===== src/rtl/ticket_printer_arbiter_if.sv =====
// Kiosk and printer handshake bundle for the ticket printer arbiter.
// master = arbiter side, slave = kiosks plus printer driver side.
interface ticket_printer_arbiter_if #(
  parameter int N_KIOSK = 4
);
  logic [N_KIOSK-1:0]   req;
  logic [4*N_KIOSK-1:0] job_start;
  logic [4*N_KIOSK-1:0] job_dest;
  logic [7*N_KIOSK-1:0] job_fare;
  logic [N_KIOSK-1:0]   ack;
  logic [N_KIOSK-1:0]   done;
  logic [N_KIOSK-1:0]   fail;
  logic                 prn_valid;
  logic                 prn_ready;
  logic [3:0]           prn_start;
  logic [3:0]           prn_dest;
  logic [6:0]           prn_fare;
  logic                 prn_done;

  modport master (
    input  req, job_start, job_dest, job_fare,
    input  prn_ready, prn_done,
    output ack, done, fail,
    output prn_valid, prn_start, prn_dest, prn_fare
  );

  modport slave (
    output req, job_start, job_dest, job_fare,
    output prn_ready, prn_done,
    input  ack, done, fail,
    input  prn_valid, prn_start, prn_dest, prn_fare
  );
endinterface


===== src/rtl/ticket_printer_arbiter.sv =====
// Round-robin arbiter sharing one ticket printer between kiosks.
// Validates each job at grant and guards the printer with a watchdog.
module ticket_printer_arbiter #(
  parameter int N_KIOSK = 4,
  parameter int TIMEOUT = 200
) (
  input  logic                       clk,
  input  logic                       reset,
  ticket_printer_arbiter_if.master   bus,
  output logic                       busy,
  output logic [$clog2(N_KIOSK)-1:0] owner,
  output logic [7:0]                 jobs_printed
);
  localparam int W  = $clog2(N_KIOSK);
  localparam int IW = W + 1;
  localparam logic [IW-1:0] NK = IW'(N_KIOSK);
  localparam logic [N_KIOSK-1:0] ONE = N_KIOSK'(1);
  localparam logic [7:0] WD_LAST = 8'(TIMEOUT - 1);

  typedef enum logic [1:0] {
    IDLE  = 2'd0,
    SEND  = 2'd1,
    PRINT = 2'd2
  } state_t;

  state_t state;
  state_t state_nx;

  logic [W-1:0] rr_ptr;
  logic [7:0]   wd;

  logic         found;
  logic [W-1:0] sel;
  logic [IW-1:0] idx;
  logic [IW-1:0] rr_inc;
  logic [3:0]   sel_start;
  logic [3:0]   sel_dest;
  logic [6:0]   sel_fare;
  logic         job_ok;
  logic         wd_hit;

  logic [N_KIOSK-1:0] ack_nx;
  logic [N_KIOSK-1:0] done_nx;
  logic [N_KIOSK-1:0] fail_nx;
  logic               valid_nx;
  logic               busy_nx;
  logic [W-1:0]       owner_nx;
  logic [3:0]         start_nx;
  logic [3:0]         dest_nx;
  logic [6:0]         fare_nx;
  logic [7:0]         wd_nx;
  logic [W-1:0]       rr_nx;
  logic [7:0]         cnt_nx;

  // Rotating-priority pick: first request at or above rr_ptr, wrapping.
  always_comb begin
    found = 1'b0;
    sel   = '0;
    idx   = '0;
    for (int i = 0; i < N_KIOSK; i++) begin
      idx = {1'b0, rr_ptr} + IW'(i);
      if (idx >= NK) idx = idx - NK;
      if (!found && bus.req[idx[W-1:0]]) begin
        found = 1'b1;
        sel   = idx[W-1:0];
      end
    end
    rr_inc = {1'b0, sel} + IW'(1);
    if (rr_inc == NK) rr_inc = '0;
    sel_start = bus.job_start[int'(sel)*4 +: 4];
    sel_dest  = bus.job_dest[int'(sel)*4 +: 4];
    sel_fare  = bus.job_fare[int'(sel)*7 +: 7];
    job_ok = (sel_start >= 4'd1) && (sel_start <= 4'd10)
          && (sel_dest >= 4'd1) && (sel_dest <= 4'd10)
          && (sel_start != sel_dest)
          && (sel_fare != 7'd0);
    wd_hit = (wd == WD_LAST);
  end

  // State register.
  always_ff @(posedge clk) begin
    if (!reset) state <= IDLE;
    else        state <= state_nx;
  end

  // Next state: completion beats watchdog expiry in PRINT.
  always_comb begin
    state_nx = state;
    unique case (state)
      IDLE: begin
        if (found && job_ok) state_nx = SEND;
      end
      SEND: begin
        if (wd_hit)             state_nx = IDLE;
        else if (bus.prn_ready) state_nx = PRINT;
      end
      PRINT: begin
        if (bus.prn_done || wd_hit) state_nx = IDLE;
      end
      default: state_nx = IDLE;
    endcase
  end

  // Output next values; everything visible is registered below.
  always_comb begin
    ack_nx   = '0;
    done_nx  = '0;
    fail_nx  = '0;
    valid_nx = (state_nx == SEND);
    busy_nx  = (state_nx != IDLE);
    owner_nx = owner;
    start_nx = bus.prn_start;
    dest_nx  = bus.prn_dest;
    fare_nx  = bus.prn_fare;
    wd_nx    = wd;
    rr_nx    = rr_ptr;
    cnt_nx   = jobs_printed;
    unique case (state)
      IDLE: begin
        if (found) begin
          ack_nx   = ONE << sel;
          owner_nx = sel;
          start_nx = sel_start;
          dest_nx  = sel_dest;
          fare_nx  = sel_fare;
          rr_nx    = rr_inc[W-1:0];
          wd_nx    = '0;
          if (!job_ok) fail_nx = ONE << sel;
        end
      end
      SEND, PRINT: begin
        wd_nx = wd + 8'd1;
        if (state == PRINT && bus.prn_done) begin
          done_nx = ONE << owner;
          cnt_nx  = jobs_printed + 8'd1;
        end else if (wd_hit) begin
          fail_nx = ONE << owner;
        end
      end
      default: ;
    endcase
  end

  // Output and datapath registers; reset abandons any job silently.
  always_ff @(posedge clk) begin
    if (!reset) begin
      bus.ack       <= '0;
      bus.done      <= '0;
      bus.fail      <= '0;
      bus.prn_valid <= 1'b0;
      bus.prn_start <= '0;
      bus.prn_dest  <= '0;
      bus.prn_fare  <= '0;
      busy          <= 1'b0;
      owner         <= '0;
      wd            <= '0;
      rr_ptr        <= '0;
      jobs_printed  <= '0;
    end else begin
      bus.ack       <= ack_nx;
      bus.done      <= done_nx;
      bus.fail      <= fail_nx;
      bus.prn_valid <= valid_nx;
      bus.prn_start <= start_nx;
      bus.prn_dest  <= dest_nx;
      bus.prn_fare  <= fare_nx;
      busy          <= busy_nx;
      owner         <= owner_nx;
      wd            <= wd_nx;
      rr_ptr        <= rr_nx;
      jobs_printed  <= cnt_nx;
    end
  end
endmodule


===== src/flat_wrapper.sv =====
// flat-port wrapper written by rule: the top's interface ports become plain ports
module ticket_printer_arbiter_flat 
#(
  parameter int N_KIOSK = 4,
  parameter int TIMEOUT = 200
)
  (clk, reset, busy, owner, jobs_printed, bus_req, bus_job_start, bus_job_dest, bus_job_fare, bus_prn_ready, bus_prn_done, bus_ack, bus_done, bus_fail, bus_prn_valid, bus_prn_start, bus_prn_dest, bus_prn_fare);
  ticket_printer_arbiter_if #(.N_KIOSK(N_KIOSK)) bus_i ();
  input  logic clk;
  input  logic reset;
  output logic busy;
  output logic [$clog2(N_KIOSK)-1:0] owner;
  output logic [7:0] jobs_printed;
  input wire logic [$bits(bus_i.req)-1:0] bus_req;
  input wire logic [$bits(bus_i.job_start)-1:0] bus_job_start;
  input wire logic [$bits(bus_i.job_dest)-1:0] bus_job_dest;
  input wire logic [$bits(bus_i.job_fare)-1:0] bus_job_fare;
  input wire logic [$bits(bus_i.prn_ready)-1:0] bus_prn_ready;
  input wire logic [$bits(bus_i.prn_done)-1:0] bus_prn_done;
  output wire logic [$bits(bus_i.ack)-1:0] bus_ack;
  output wire logic [$bits(bus_i.done)-1:0] bus_done;
  output wire logic [$bits(bus_i.fail)-1:0] bus_fail;
  output wire logic [$bits(bus_i.prn_valid)-1:0] bus_prn_valid;
  output wire logic [$bits(bus_i.prn_start)-1:0] bus_prn_start;
  output wire logic [$bits(bus_i.prn_dest)-1:0] bus_prn_dest;
  output wire logic [$bits(bus_i.prn_fare)-1:0] bus_prn_fare;
  assign bus_i.req = bus_req;
  assign bus_i.job_start = bus_job_start;
  assign bus_i.job_dest = bus_job_dest;
  assign bus_i.job_fare = bus_job_fare;
  assign bus_i.prn_ready = bus_prn_ready;
  assign bus_i.prn_done = bus_prn_done;
  assign bus_ack = bus_i.ack;
  assign bus_done = bus_i.done;
  assign bus_fail = bus_i.fail;
  assign bus_prn_valid = bus_i.prn_valid;
  assign bus_prn_start = bus_i.prn_start;
  assign bus_prn_dest = bus_i.prn_dest;
  assign bus_prn_fare = bus_i.prn_fare;
  ticket_printer_arbiter #(.N_KIOSK(N_KIOSK), .TIMEOUT(TIMEOUT)) u_core (.clk(clk), .reset(reset), .bus(bus_i), .busy(busy), .owner(owner), .jobs_printed(jobs_printed));
endmodule

===== config.mk =====
export PLATFORM = sky130hd
export DESIGN_NAME = ticket_printer_arbiter_flat
export DESIGN_NICKNAME = d
export VERILOG_FILES = /design/src/rtl/ticket_printer_arbiter_if.sv /design/src/rtl/ticket_printer_arbiter.sv /design/src/flat_wrapper.sv
export SDC_FILE = /design/constraint.sdc
export NUM_CORES = 1
export LEC_CHECK = 0
export CAP_MARGIN = 20
export CORE_MARGIN = 1.5
export CORE_UTILIZATION = 45
export DETAILED_ROUTE_END_ITERATION = 8
export GPL_TIMING_DRIVEN = 1
export PLACE_DENSITY_LB_ADDON = 0.05
export SETUP_SLACK_MARGIN = 0.5
export SLEW_MARGIN = 20
export SYNTH_ARGS = -nofsm -noshare
export SYNTH_HDL_FRONTEND = slang
export SYNTH_SLANG_ARGS = --single-unit

===== constraint.sdc =====
create_clock -name clk -period 3.95 [get_ports clk]
set_clock_uncertainty 0.15 [all_clocks]
set_input_delay 0.9875 -clock clk [delete_from_list [all_inputs] [get_ports clk]]
set_output_delay 0.9875 -clock clk [all_outputs]
set_load 0.005 [all_outputs]

==> flow_summary_export.csv, run 1 <==
group,metric,value,unit
run_status,status,"complete, but fails checks",
run_status,violations,"design-rule violations",
power_and_ir_drop,switching_share,39.22,%
cells_and_area,n_antenna_cell,0,
yosys,synth_top_area_share,33.54,%
sta,hold_viol,0,
routing,vias,3219,
power_and_ir_drop,p_per_area,547.0,nW/um^2
cells_and_area,final_cells,584,
routing,viasPerCell,5.512,
yosys,yosys.area.top_type,"dfxtp_1",
power_and_ir_drop,total_power,2.525,mW
grt,gr-total-overflow,0,
setup_path,crit_required,3990,ps
sta,rsz0062_at_grt,"false",
clock_tree,ctsHtreeMaxLevel,2,
floorplanning,die_w,85.25,um
setup_path,end_kind,"flip-flop",
yosys,synthCells,384,
routing,post_drt_wl_per_cell,14.71,um
place,place_inst,565,
cells_and_area,drive_above_1_share,15.38,%
yosys,syn_nets,462,
routing,ant_nets,0,
sta,worst_pin_slew,549.7,ps
cells_and_area,fin_nets,584,
cells_and_area,syn_to_final_growth,51.62,%
setup_path,crit_chain,"clkbuf_2, and2_4, and2_0, or3_1, buf_6, clkinv_8, a211oi_4, or2_1, a32o_1, or4_4, o31a_1",
grt,grt_max_degree,34,
clock_tree,clock_sinks,51,
setup_path,critPathLaunchType,"primary input",
yosys,ys.flop_type,"dfxtp_1",
yosys,yosysWarnings,0,
yosys,synthArstFlopShare,0,%
grt,grt_pass1_vias,3065,
floorplanning,coreArea,6459,um^2
place,dp_hpwl,6504,um
clock_tree,cts_tree,"built",
yosys,synth-seq-area-share,33.54,%
setup_path,r2r_slack,870,ps
routing,drt_iter0_drc,125,
clock_tree,clkSlewWorstSetupHoldPaths,90,ps
yosys,synth.area.top_cells,"dfxtp_1 34%, and3_1 5.8%, nand3_1 4.9%",
setup_path,path_delay_family,"simple AND/OR/NAND/NOR gates",
cells_and_area,fin_util,71.46,%
power_and_ir_drop,internal-power,1.535,mW
power_and_ir_drop,combinationalPowerShare,57.8,%
grt,antenna_found_initial,0,
worst_hold_path,worstHoldPathType,"flip-flop to flip-flop",
clock_tree,numCtsBuffers,5,
floorplanning,start_util,47.13,%
yosys,synth_edf_count,0,
routing,first_pass_iters,7,
power_and_ir_drop,pwr-share-clk,14.3,%
floorplanning,die_y,85.25,um
routing,wirelength,8592,um
sta,fin_crit_sh,86.31,%
yosys,synth-seq-cells,51,
floorplanning,io_pins,107,
yosys,syn_area,3044,um^2
job,drv_cap,0,
yosys,synth_cell_types,50,
clock_tree,root_buffer,"clkbuf_8",
clock_tree,clockBufferDepth,2,
setup_path,worst-path-buf-inv,3,
routing,remaining_drc_errors,5,
floorplanning,num_rows,29,
place,portBuffers,106,
place,dpl_cell_area,4258,um^2
setup_path,slowest_stage,"or4_4",
floorplanning,dieArea,7268,um^2
setup_path,path_max_fanout,8,
power_and_ir_drop,power.leakage,1.890,nW
place,dpl_worst_slack,-265.3,ps
grt,grt_usage,23.13,%
cells_and_area,final_area,4616,um^2
sta,maxSlewHeadroom,63.24,%
setup_path,critPathKind,"primary input to flip-flop",
sta,finalMaxSlewViolations,0,
sta,period_needed,3409,ps
power_and_ir_drop,switching_power,990.1,uW
power_and_ir_drop,ir_drop,0.2663,mV
setup_path,cp_slowest_stage_delay,590,ps
setup_path,arrival,3450,ps
clock_tree,cts_hold_buf,0,
clock_tree,clk_latency,300,ps
yosys,syn_avg_cell_area,7.928,um^2
cells_and_area,fillers,512,
sta,fin_ws,540.9,ps
grt,grt_first_pass_wirelength,13790,um
sta,setup_violations,0,
power_and_ir_drop,seqPwrFrac,27.8,%
sta,fmax,293.3,MHz
place,globalplace.congestion,0.9381,
-- layer usage --
metal,global-route usage [%],part of all wire [%]
met5,0,0
met4,5.865,1.1
met2,39.61,48
met1,30.25,45
met3,3.988,5.9
-- registers in the layout, summed over array words and instances (netlist names) --
signal                count
u_core.jobs_printed       8
u_core.wd                 8
u_core.bus.prn_fare       7
u_core.bus.ack            4
u_core.bus.done           4
u_core.bus.fail           4
u_core.bus.prn_dest       4
u_core.bus.prn_start      4
u_core.owner              2
u_core.rr_ptr             2
u_core.state              2
u_core.bus.prn_valid      1
u_core.busy               1
-- layout by cell type (no fill, tap or decap), drive strengths merged, types with 4 or more instances in the layout --
cell           netlist  final
a211oi              21     21
a21boi               5      5
a21o                 5      5
a21oi               13     13
a31o                 4      4
and2                24     24
and3                28     28
buf                  8     31
clkbuf              16      9
clkdlybuf4s50        0    102
clkinv               1      4
dfxtp               51     51
ha                  10     10
inv                  7      7
nand2               37     37
nand2b               6      6
nand3               30     30
nand4                7      7
nor2                18     18
nor2b               10     10
nor3                10     10
o21ai               27     27
xnor2                5      5
xor2                 6      6
-- metrics by stage --
step	TNS [ps]	hold WS [ps]
5_1_grt	0	359.9
3_3_place_gp	-624.0	308.4
4_1_cts	0	338.1
3_5_place_dp	-1602	321.7
2_1_floorplan	0	310.0
6_report	0	338.5
-- power groups by stage --
| stage | Sequential (mW) | Combinational [mW] | Clock (mW) |
|---|---|---|---|
| global placement | 0.710 | 1.25 | 0 |
| global route | 0.717 | 1.60 | 0.393 |
| finish | 0.702 | 1.46 | 0.362 |
| CTS | 0.702 | 1.32 | 0.371 |
| floorplan | 0.706 | 0.794 | 0 |
| detailed placement | 0.713 | 1.27 | 0 |
-- synthesized netlist by cell type, drive strengths merged, types with 4 or more instances --
| cell type | n |
|---|---|
| o21ai | 27 |
| dfxtp | 51 |
| nor2b | 10 |
| nor2 | 18 |
| a21o | 5 |
| buf | 8 |
| nor3 | 10 |
| a21oi | 13 |
| a21boi | 5 |
| xor2 | 6 |
| inv | 7 |
| nand2b | 6 |
| nand2 | 37 |
| a31o | 4 |
| clkbuf | 16 |
| nand3 | 30 |
| and3 | 28 |
| a211oi | 21 |
| nand4 | 7 |
| and2 | 24 |
| ha | 10 |
| xnor2 | 5 |
-- repair_timing --
action	in CTS	in global routing
pin swaps	8	7
gates resized for setup	10	35
gates cloned	2	0
buffers inserted	4	5
setup endpoints to repair	8	8
-- layout make-up --
cell class	count	area (um^2)	area share, %
Timing Repair inverter	1	8.758	0.1898
Multi-Input combinational cell	301	2022	43.81
Timing Repair Buffer	138	1313	28.44
Tap cell	77	96.34	2.087
Sequential cell	51	1021	22.12
Inverter	8	42.54	0.9217
Clock inverter	3	43.79	0.9488
Clock buffer	5	68.82	1.491
-- tightest hold or removal path: stages (launching register included) --
cell and delay (ps):
dfxtp_1 330, nand2_1 50, a21boi_0 70
-- cells by family after synthesis --
group / after synthesis / synth area share [%]
AO/OA/AOI/OAI: 95 / 21.13
AND/OR/NAND/NOR: 182 / 31.98
XOR/XNOR: 11 / 3.165
buffers and inverters: 32 / 5.096
flip-flops: 51 / 33.54
multiplexers: 3 / 0.9865
adder cells (fa/ha/maj): 10 / 4.110
-- final timing paths --
path	from	endpoint	cells past startpoint
hold / removal	u_core.bus.prn_fare[6]	u_core.bus.prn_fare[6]	2
setup reg to reg	u_core.rr_ptr[1]	u_core.state[1]	10
hold reg to reg	u_core.bus.prn_fare[6]	u_core.bus.prn_fare[6]	2
setup / recovery	bus_req[0]	u_core.state[1]	11
(Power assumes the default switching activity.)
==> run 2: changes to the inputs <==
--- a/config.mk
+++ b/config.mk
@@ -6,7 +6,7 @@
 export NUM_CORES = 1
 export LEC_CHECK = 0
 export CAP_MARGIN = 20
-export CORE_MARGIN = 1.5
+export CORE_MARGIN = 1
 export CORE_UTILIZATION = 45
 export DETAILED_ROUTE_END_ITERATION = 8
 export GPL_TIMING_DRIVEN = 1
==> flow_summary_export.csv, run 2 (synthesis results as in run 1) <==
group,metric,value,unit
run_status,status,"complete, but fails checks",
run_status,violations,"design-rule violations",
floorplanning,io_pins,107,
floorplanning,dieArea,7098,um^2
setup_path,r2r_slack,1030,ps
sta,setup_tns,0,ps
grt,use_met3,3.343,%
routing,viasPerCell,5.518,
clock_tree,clockBufferDepth,2,
routing,drt_iter0_drc,128,
clock_tree,cts_tree,"built",
clock_tree,clock_sinks,51,
grt,grt_usage,23.52,%
setup_path,cp_slowest_stage_delay,500,ps
grt,antenna_found_initial,0,
cells_and_area,final_area,4596,um^2
setup_path,r2r-start,"u_core.rr_ptr[1]",
place,dpl_cell_area,4353,um^2
routing,wirelength,8185,um
grt,grt_first_pass_wirelength,13600,um
setup_path,crit_required,4000,ps
sta,worst_pin_slew,528.3,ps
cells_and_area,final_cells,585,
setup_path,critPathLaunchType,"primary input",
power_and_ir_drop,ir_drop,0.3114,mV
floorplanning,die_w,84.25,um
sta,finalMaxSlewViolations,0,
setup_path,crit_start,"bus_req[1]",
job,drv_cap,0,
setup_path,r2r_cells,12,
worst_hold_path,holdCritStartpoint,"u_core.bus.prn_fare[6]",
sta,fmax,296.0,MHz
cells_and_area,syn_to_final_growth,50.97,%
place,portBuffers,106,
clock_tree,root_buffer,"clkbuf_8",
sta,rsz0062_at_grt,"false",
setup_path,crit_chain,"clkdlybuf4s15_1, nand2b_4, o211ai_1, buf_4, buf_4, buf_4, buf_6, and3_4, a211oi_1, a31oi_1, nor4_2, or4_4, o31a_1",
sta,hold_viol,0,
grt,gr-total-overflow,0,
cells_and_area,fin_util,71.56,%
cells_and_area,final_common_cell,"clkdlybuf4s50_1",
cells_and_area,final_cell_mix,"102 x clkdlybuf4s50_1, 51 x dfxtp_1, 36 x nand2_1",
grt,grt_use_met1,30.28,%
place,place_inst,571,
grt,top_usage_layer,"met2",
setup_path,path_max_fanout,8,
sta,period_needed,3378,ps
setup_path,end_kind,"flip-flop",
worst_hold_path,min_delay_path_depth,2,
floorplanning,num_rows,29,
setup_path,arrival,3430,ps
floorplanning,coreArea,6422,um^2
power_and_ir_drop,p_per_area,549.6,nW/um^2
routing,remaining_drc_errors,12,
cells_and_area,fin_nets,586,
floorplanning,die_y,84.25,um
routing,ant_nets,0,
sta,fin_crit_sh,85.53,%
routing,post_drt_wl_per_cell,13.99,um
grt,grt_util_met2,41.13,%
floorplanning,start_util,47.40,%
routing,vias,3228,
clock_tree,numCtsBuffers,5,
clock_tree,cts_hold_buf,0,
grt,grt_pass1_vias,2981,
worst_hold_path,worstHoldPathType,"flip-flop to flip-flop",
routing,first_pass_iters,7,
cells_and_area,fillers,511,
grt,grt_max_degree,30,
clock_tree,clkSlewWorstSetupHoldPaths,90,ps
place,globalplace.congestion,0.9647,
clock_tree,clk_latency,300,ps
setup_path,slowest_stage,"or4_4",
power_and_ir_drop,power.leakage,1.887,nW
sta,setup_violations,0,
cells_and_area,n_antenna_cell,0,
clock_tree,ctsHtreeMaxLevel,2,
cells_and_area,drive_above_1_share,13.98,%
sta,maxSlewHeadroom,64.46,%
setup_path,cpMostUsedCell,"buf_4",
setup_path,critPathKind,"primary input to flip-flop",
place,dp_hpwl,6398,um
cells_and_area,top_regs,"u_core.jobs_printed x8, u_core.wd x8, u_core.bus.prn_fare x7",
==> run 2: cell count changes in the layout (fill, tap and decap cells not counted), moves of 2 or more <==
cell,before,now
clkbuf_2,4,0
a211oi_2,0,2
nand3_2,7,2
buf_12,1,4
a211oi_4,4,1
nand3_1,22,28
clkinv_4,2,0
==> run 2: layout make-up <==
| type | instances | area (um^2) | area share [%] |
|---|---|---|---|
| clock inverter | 2 | 37.54 | 0.8168 |
| clock buffer | 5 | 68.82 | 1.497 |
| inverter | 8 | 42.54 | 0.9257 |
| multi-input combinational | 301 | 1949 | 42.42 |
| sequential | 51 | 1021 | 22.22 |
| tap | 77 | 96.34 | 2.096 |
| timing repair buffer | 141 | 1380 | 30.03 |
==> run 2: through the flow <==
step                      power, mW  hold slack (ps)  setup slack [ps]
after floorplan               1.500            310.0             500.4
after global placement        2.049            300.6            -41.66
after detailed placement      2.075            310.2            -131.6
after CTS                     2.470            334.5             506.6
after global routing          2.711            396.2             524.8
final                         2.526            329.1             571.7
==> run 2: timing repair <==
item / 4_1_cts / 5_1_grt
setup buffers: 6 / 1
resized for setup: 15 / 14
setup endpoints to repair: 8 / 4
pin swaps: 7 / 6
==> run 2: worst paths after layout <==
check / endpoint
worst min register to register: u_core.bus.prn_fare[6]
worst max-delay path: u_core.state[1]
worst min-delay path: u_core.bus.prn_fare[6]
worst max register to register: u_core.state[1]
==> run 2: per-layer routing <==
metal,routed length (um),part of all wire [%]
met1,3666,45
met2,3942,48
met3,459,5.6
met4,116,1.4
met5,0,0
==> run 2: critical path: cells and delay by family <==
family | cells | cell delay [ps]
AO/OA/AOI/OAI | 4 | 870
buffers and inverters | 5 | 640
AND/OR/NAND/NOR | 4 | 910
==> run 2: report_power, final <==
part,internal [mW],leakage (nW),switching [mW]
Clock,0.185,0.0502,0.168
Sequential,0.626,0.417,0.0706
Combinational,0.761,1.42,0.715
Total,1.57,1.89,0.954
